`config.mk`:
```
export PLATFORM = sky130hd
export DESIGN_NAME = sar_search_flat
export DESIGN_NICKNAME = d
export VERILOG_FILES = /design/src/rtl/sar_search_pkg.sv /design/src/rtl/sar_search_if.sv /design/src/rtl/sar_search.sv /design/src/flat_wrapper.sv
export SDC_FILE = /design/constraint.sdc
export NUM_CORES = 1
export LEC_CHECK = 0
export ABC_AREA = 1
export CAP_MARGIN = 25
export CELL_PAD_IN_SITES_DETAIL_PLACEMENT = 0
export CELL_PAD_IN_SITES_GLOBAL_PLACEMENT = 2
export CORE_MARGIN = 10
export CORE_UTILIZATION = 29
export DETAILED_ROUTE_END_ITERATION = 6
export PLACE_DENSITY_LB_ADDON = 0.3
export SYNTH_ARGS = -nofsm -noshare
export SYNTH_HDL_FRONTEND = slang
export SYNTH_SLANG_ARGS = --single-unit
```
`constraint.sdc`:
```
create_clock -name clk -period 2 [get_ports clk]
set_input_delay 0.4 -clock clk [delete_from_list [all_inputs] [get_ports clk]]
set_output_delay 0.4 -clock clk [all_outputs]
set_load 0.005 [all_outputs]
```
`src/rtl/sar_search_pkg.sv`:
```
// rtl/sar_search_pkg.sv - shared types and constants for the successive-approximation search controller
package sar_search_pkg;

  localparam int DEFAULT_WIDTH = 3;

  typedef enum logic [1:0] {
    ST_IDLE = 2'd0,
    ST_TEST = 2'd1,
    ST_DONE = 2'd2
  } state_t;

endpackage

```
`src/rtl/sar_search_if.sv`:
```
// rtl/sar_search_if.sv - start/comparator/result bundle between the search controller and its environment
interface sar_search_if #(
  parameter int WIDTH = sar_search_pkg::DEFAULT_WIDTH
);

  logic             start;
  logic             gt;
  logic             lt;
  logic             eq;
  logic [WIDTH-1:0] trial;
  logic [WIDTH-1:0] result;
  logic             busy;
  logic             done;
  logic             err;

  // master: the search controller; slave: requester plus external comparator
  modport master (
    input  start, gt, lt, eq,
    output trial, result, busy, done, err
  );

  modport slave (
    output start, gt, lt, eq,
    input  trial, result, busy, done, err
  );

endinterface

```
`src/rtl/sar_search.sv`:
```
// rtl/sar_search.sv - MSB-first successive-approximation search driving an external magnitude comparator
module sar_search
  import sar_search_pkg::*;
#(
  parameter int WIDTH = DEFAULT_WIDTH
) (
  input logic         clk,
  input logic         rst_n,
  sar_search_if.master bus
);

  localparam int KW = $clog2(WIDTH);
  localparam logic [WIDTH-1:0] MSB_ONLY = WIDTH'(1) << (WIDTH - 1);
  localparam logic [KW-1:0]    K_TOP    = KW'(WIDTH - 1);

  state_t           state;
  logic [KW-1:0]    k;
  logic [WIDTH-1:0] trial_q;
  logic [WIDTH-1:0] result_q;
  logic             busy_q;
  logic             done_q;
  logic             err_q;

  logic [WIDTH-1:0] bit_k;
  logic [WIDTH-1:0] trial_kept;
  logic [WIDTH-1:0] trial_next;
  logic             fb_onehot;

  // Decision for the current bit, then tentatively set the next lower bit.
  always_comb begin
    bit_k      = WIDTH'(1) << k;
    trial_kept = bus.lt ? (trial_q & ~bit_k) : trial_q;
    trial_next = trial_kept | (bit_k >> 1);
    fb_onehot  = $onehot({bus.gt, bus.lt, bus.eq});
  end

  always_ff @(posedge clk or negedge rst_n) begin
    if (!rst_n) begin
      state    <= ST_IDLE;
      k        <= K_TOP;
      trial_q  <= '0;
      result_q <= '0;
      busy_q   <= 1'b0;
      done_q   <= 1'b0;
      err_q    <= 1'b0;
    end else begin
      case (state)
        ST_IDLE, ST_DONE: begin
          done_q <= 1'b0;
          if (bus.start) begin
            trial_q  <= MSB_ONLY;
            k        <= K_TOP;
            err_q    <= 1'b0;
            result_q <= '0;
            busy_q   <= 1'b1;
            state    <= ST_TEST;
          end else begin
            busy_q <= 1'b0;
            state  <= ST_IDLE;
          end
        end

        ST_TEST: begin
          if (!fb_onehot) begin
            err_q    <= 1'b1;
            result_q <= '0;
            busy_q   <= 1'b0;
            done_q   <= 1'b1;
            state    <= ST_DONE;
          end else if (bus.eq) begin
            result_q <= trial_q;
            busy_q   <= 1'b0;
            done_q   <= 1'b1;
            state    <= ST_DONE;
          end else if (k == '0) begin
            trial_q  <= trial_kept;
            result_q <= trial_kept;
            busy_q   <= 1'b0;
            done_q   <= 1'b1;
            state    <= ST_DONE;
          end else begin
            trial_q <= trial_next;
            k       <= k - 1'b1;
          end
        end

        default: begin
          busy_q <= 1'b0;
          done_q <= 1'b0;
          state  <= ST_IDLE;
        end
      endcase
    end
  end

  assign bus.trial  = trial_q;
  assign bus.result = result_q;
  assign bus.busy   = busy_q;
  assign bus.done   = done_q;
  assign bus.err    = err_q;

endmodule
```
`src/flat_wrapper.sv`:
```
// flat-port wrapper written by rule: the top's interface ports become plain ports
module sar_search_flat import sar_search_pkg::*;
#(
  parameter int WIDTH = DEFAULT_WIDTH
)
  (clk, rst_n, bus_start, bus_gt, bus_lt, bus_eq, bus_trial, bus_result, bus_busy, bus_done, bus_err);
  sar_search_if #(.WIDTH(WIDTH)) bus_i ();
  input logic clk;
  input logic rst_n;
  input wire logic [$bits(bus_i.start)-1:0] bus_start;
  input wire logic [$bits(bus_i.gt)-1:0] bus_gt;
  input wire logic [$bits(bus_i.lt)-1:0] bus_lt;
  input wire logic [$bits(bus_i.eq)-1:0] bus_eq;
  output wire logic [$bits(bus_i.trial)-1:0] bus_trial;
  output wire logic [$bits(bus_i.result)-1:0] bus_result;
  output wire logic [$bits(bus_i.busy)-1:0] bus_busy;
  output wire logic [$bits(bus_i.done)-1:0] bus_done;
  output wire logic [$bits(bus_i.err)-1:0] bus_err;
  assign bus_i.start = bus_start;
  assign bus_i.gt = bus_gt;
  assign bus_i.lt = bus_lt;
  assign bus_i.eq = bus_eq;
  assign bus_trial = bus_i.trial;
  assign bus_result = bus_i.result;
  assign bus_busy = bus_i.busy;
  assign bus_done = bus_i.done;
  assign bus_err = bus_i.err;
  sar_search #(.WIDTH(WIDTH)) u_core (.clk(clk), .rst_n(rst_n), .bus(bus_i));
endmodule
```
# == Word level (Yosys, flattened, before mapping) ==
# Index checks and enable logic that the tools add are counted.
# word_totals
regBits,13
in_bits,6
output_inout_bits,9
# op_classes
add_sub_neg,3
eq_ne,9
shift,1
muxes,33
bitwise_logic,3
n_reduce_logical,8
# op_table
op,count
$mux 3,9
$mux 2,7
$pmux 3 s2,2
$mux 1,11
$ne 2x2->1 const B,4
$pmux 2 s2,2
$reduce_and 3->1,2
$reduce_and 5->1,1
$eq 2x1->1 const B,2
$logic_not 2->1,2
$ne 4x4->1 const B,1
$pmux 1 s2,2
$reduce_and 4->1,1
$and 3x3->3,1
$not 3->3,1
$or 3x2->3,1
$shl 1x2->3 const A,1
$add 1x1->2,1
$add 2x1->2,1
$eq 2x2->1 const B,1
$ne 2x1->1 const B,1
$reduce_bool 2->1,1
$reduce_or 2->1,1
$sub 2x1->2 const B,1

# == Logic depth before layout (Yosys ltp) ==
# depth
depth_word,9
ltp_mapped,8
mapped_depth_nobuf,8

# == Worst setup path before layout ==
# No wires, ideal clock.
# synth_path
kind,input-to-reg
from,input bus_eq
to,register u_core.k[0]
t_arrival_ns,1.363
t_required_ns,1.884
setup_slack_ns,0.520
stages,6
n_path_buf,0
path_cell_list,fa_1 > nand3_1 > nor2_4 > nor2_1 > nand2_1 > nand2_1
# synth_between
elab_chain_cells,5
# synth_rtl
item,line_no,text
from (decl),flat_wrapper.sv:13,input wire logic [$bits(bus_i.eq)-1:0] bus_eq;
$add 1x1->2 (implied by the code),sar_search.sv:34,"fb_onehot = $onehot({bus.gt, bus.lt, bus.eq});"
$add 2x1->2 (implied by the code),sar_search.sv:34,
$eq 2x1->1,sar_search.sv:34,
$ne 2x1->1 (no line),--,
$reduce_and 5->1 (no line) *,--,
to (signal assigned),sar_search.sv:83,k <= k - 1'b1;
to (decl),sar_search.sv:17,logic [KW-1:0] k;
# Mark *: on every way between the ends. The rest lies on a longest branch, timed or not.
# A chain may end at the register's enable or synchronous reset.

# == Worst setup path in the final report ==
# layout_path
from,input bus_eq
to,register u_core.result_q[0] (netlist: u_core.bus.result[0])
# layout_between
elab_chain_cells,5
# layout_rtl
item,line_no,text
$add 1x1->2 (implied by the code),sar_search.sv:34,
$add 2x1->2 (implied by the code),sar_search.sv:34,
$eq 2x1->1,sar_search.sv:34,
$ne 4x4->1 (no line) / $mux 3 (equally long branches),--,
$reduce_and 3->1 (no line) / $pmux 3 s2 (equally long branches),--,
to (signal assigned),sar_search.sv:71,result_q <= trial_q;
to (signal assigned),sar_search.sv:77,result_q <= trial_kept;
to (decl),sar_search.sv:19,logic [WIDTH-1:0] result_q;
# Several ways; a longest one is shown, not always the timed one.

==> flow_summary.toml <==
[finish]
multi_input_area_um2 = 348
drive_gt1_share_pct = 15.7
diodes = 0
fin_util_pct = 41.4
final_nets = 126
fillCellCount = 250
ff_latch_area_um2 = 302
area_growth_pct = 33.5
fin_area_um2 = 933

[yosys]
synth_top_area_share_pct = 39.4
yosysMostFrequentCell = "nand2_1"
yosys-top-cells-count = "nand2_1, dfrtp_1, inv_1, nor2_1, nand3_1"
synth_top_area_cell = "dfrtp_1"
synth_cell_types = 17
synthArstFlopShare_pct = 100
synth_warnings = 0
syn-num-nets = 104
synth.ff_latch_count = 12
synthTopCellsByArea = "dfrtp_1, nand2_1, ha_1"
seq_area_frac_synth_pct = 43.1
ys.flop_type = "dfrtp_1"
netlist_area_um2 = 699
avgSynthCellArea_um2 = 7.44
synth_edf_count = 0
synthCells = 94

[setup_path]
path_max_fanout = 5
path_delay_family = "adder cells"
cp_slowest_cell = "fa_1"
critical_path_arrival_ns = 1.96
critPathMaxStageDelay_ns = 0.59
worstSetupPathType = "primary input to flip-flop"
cp.required_ns = 2.17
crit_start = "bus_eq"
startpoint_type = "primary input"
path_cells = "clkdlybuf4s50_1, fa_1, nand3_1, nor2_4, nor2_2, nand2_1, nand2_1"
r2r-start = "u_core.k[1]"
critical_path_buf_inv_count = 1
cp_common_cell = "nand2_1"
cp-end-kind = "flip-flop"

[grt]
busiest_layer = "met2"
overflow = 0
use_met1_pct = 8.50
grtUsageTotal_pct = 7.12
use_met2_pct = 10.7
grt_max_degree = 13
antenna_found_initial = 0
grt_first_pass_wirelength_mm = 2.84
use_met3_pct = 3.42
grt_pass1_vias = 604

[sta]
hold_viol_final = 0
tightest_slew_ns = 0.576
maxSlewHeadroom_pct = 61.5
finalSetupViolations = 0
fin_crit_sh_pct = 89.1
fin_ws_ns = 0.218
rsz0062_at_grt = "false"
fin_crit_ns = 1.78
slew_violations = 0
finClkSkew_ns = 0.00300
max_freq_mhz = 561

[cts]
postCtsSetupRepairBufs = 0
clk_latency_ns = 0.28
cts.clk_slew.worst_paths_ns = 0.08
cts_buffer_depth = 2
cts_tree = "yes"
numCtsBuffers = 3
cts_root_buf = "clkbuf_4"
cts_hold_buf = 0
clock-sinks = 12
post_cts_resize_count = 0
htreeDepth = 1

[floorplan]
num_rows = 17
boundaryPins = 15
die_w_um = 69.1
start_util_pct = 31.0
core_region_area_mm2 = 0.00225
dieArea_mm2 = 0.00478
die_y_um = 69.1

[routing]
drc = 0
wl_per_cell_um = 11.7
drt-initial-drc-count = 25
num_vias = 624
vias_per_cell = 4.36
drt_pass1_iterations = 2
ant_nets = 0
drt_wl_total_mm = 1.68

[status]
outcome = "completed"

[pwr]
p_leak_nw = 0.475
power_per_cell_area_mw_per_mm2 = 751
max-vdd-ir-drop_uv = 416

[placed_design]
gp_congestion = 0.825
io_buffers = 14
post-dp-hpwl_mm = 1.31
dpl-instance-area_um2 = 897
pre_cts_ws_ns = -0.0769

[worst_hold_path]
hold_class = "flip-flop to flip-flop"
hold_start = "u_core.bus.err"

[flow_run]
maxCapViolCount = 0
-- where the power goes --
group          internal [mW]  switching [mW]
clock                  0.111          0.0856
combinational         0.0967           0.110
sequential             0.274          0.0236
total                  0.482           0.219
-- path summary, 6_finish.rpt --
kind | to | slack (ns) | cells after the start
hold reg to reg | u_core.bus.err | 0.47 | 2
setup reg to reg | u_core.bus.result[0] | 0.49 | 8
hold / removal | u_core.bus.err | 0.47 | 2
setup / recovery | u_core.bus.result[0] | 0.22 | 7
max in group asynchronous | u_core.k[1] | 1.14 | 1
min in group asynchronous | u_core.bus.trial[1] | 0.49 | 1
-- area by class of cell --
cell class              count  share of cell area, %
multi-input cells          70                   37.3
flip-flops and latches     12                   32.3
repair buffers             17                   17.4
inverters                  12                   5.36
clock buffers               4                   3.89
well taps                  28                   3.75
-- state kept, by name (all words and copies together) (netlist names) --
signal / flops
u_core.bus.result: 3
u_core.k: 2
u_core.state: 2
u_core.bus.busy: 1
u_core.bus.trial: 3
u_core.bus.err: 1
-- metal layers --
layer	share of wire [%]	up-vias	routed length, um
li1	-	324	-
met1	47	281	794
met2	43	15	720
met3	8.4	4	141
met4	1.1	0	18
met5	0	-	0
-- cells in the final DEF (no fill, tap or decap), types with 3 or more instances in the layout --
cell type,n
nand2_1,39
o21ai_1,3
clkdlybuf4s50_1,14
nand2_2,3
dfrtp_1,11
nor2_2,3
nor2_1,10
buf_4,3
inv_1,10
ha_1,3
nand3_1,4
clkbuf_4,3
-- through the flow --
stage	hold slack (ns)	TNS, ns	total power, mW	cells
detailed placement	0.458	-0.315	0.511	139
CTS	0.478	0	0.715	143
finish	0.474	0	0.701	143
global route	0.521	0	0.759	143
floorplan	0.104	0	0.415	94
global placement	0.458	-0.354	0.515	139
-- tightest hold or removal path: stages (launching register included) --
cell,delay (ns)
dfrtp_1,0.35
nand2_1,0.05
nand2_1,0.05
-- logic make-up (layout without fill, tap and decap cells) --
logic type | after synthesis | in the layout | share of synthesized area, %
and+or+nand+nor | 61 | 61 | 37.6
AOI/OAI and AO/OA | 5 | 5 | 3.93
adders and majority gates | 4 | 4 | 8.23
DFF | 12 | 12 | 43.1
buffers and inverters | 12 | 33 | 7.16
Note: power is estimated with default switching activity, not from simulation.
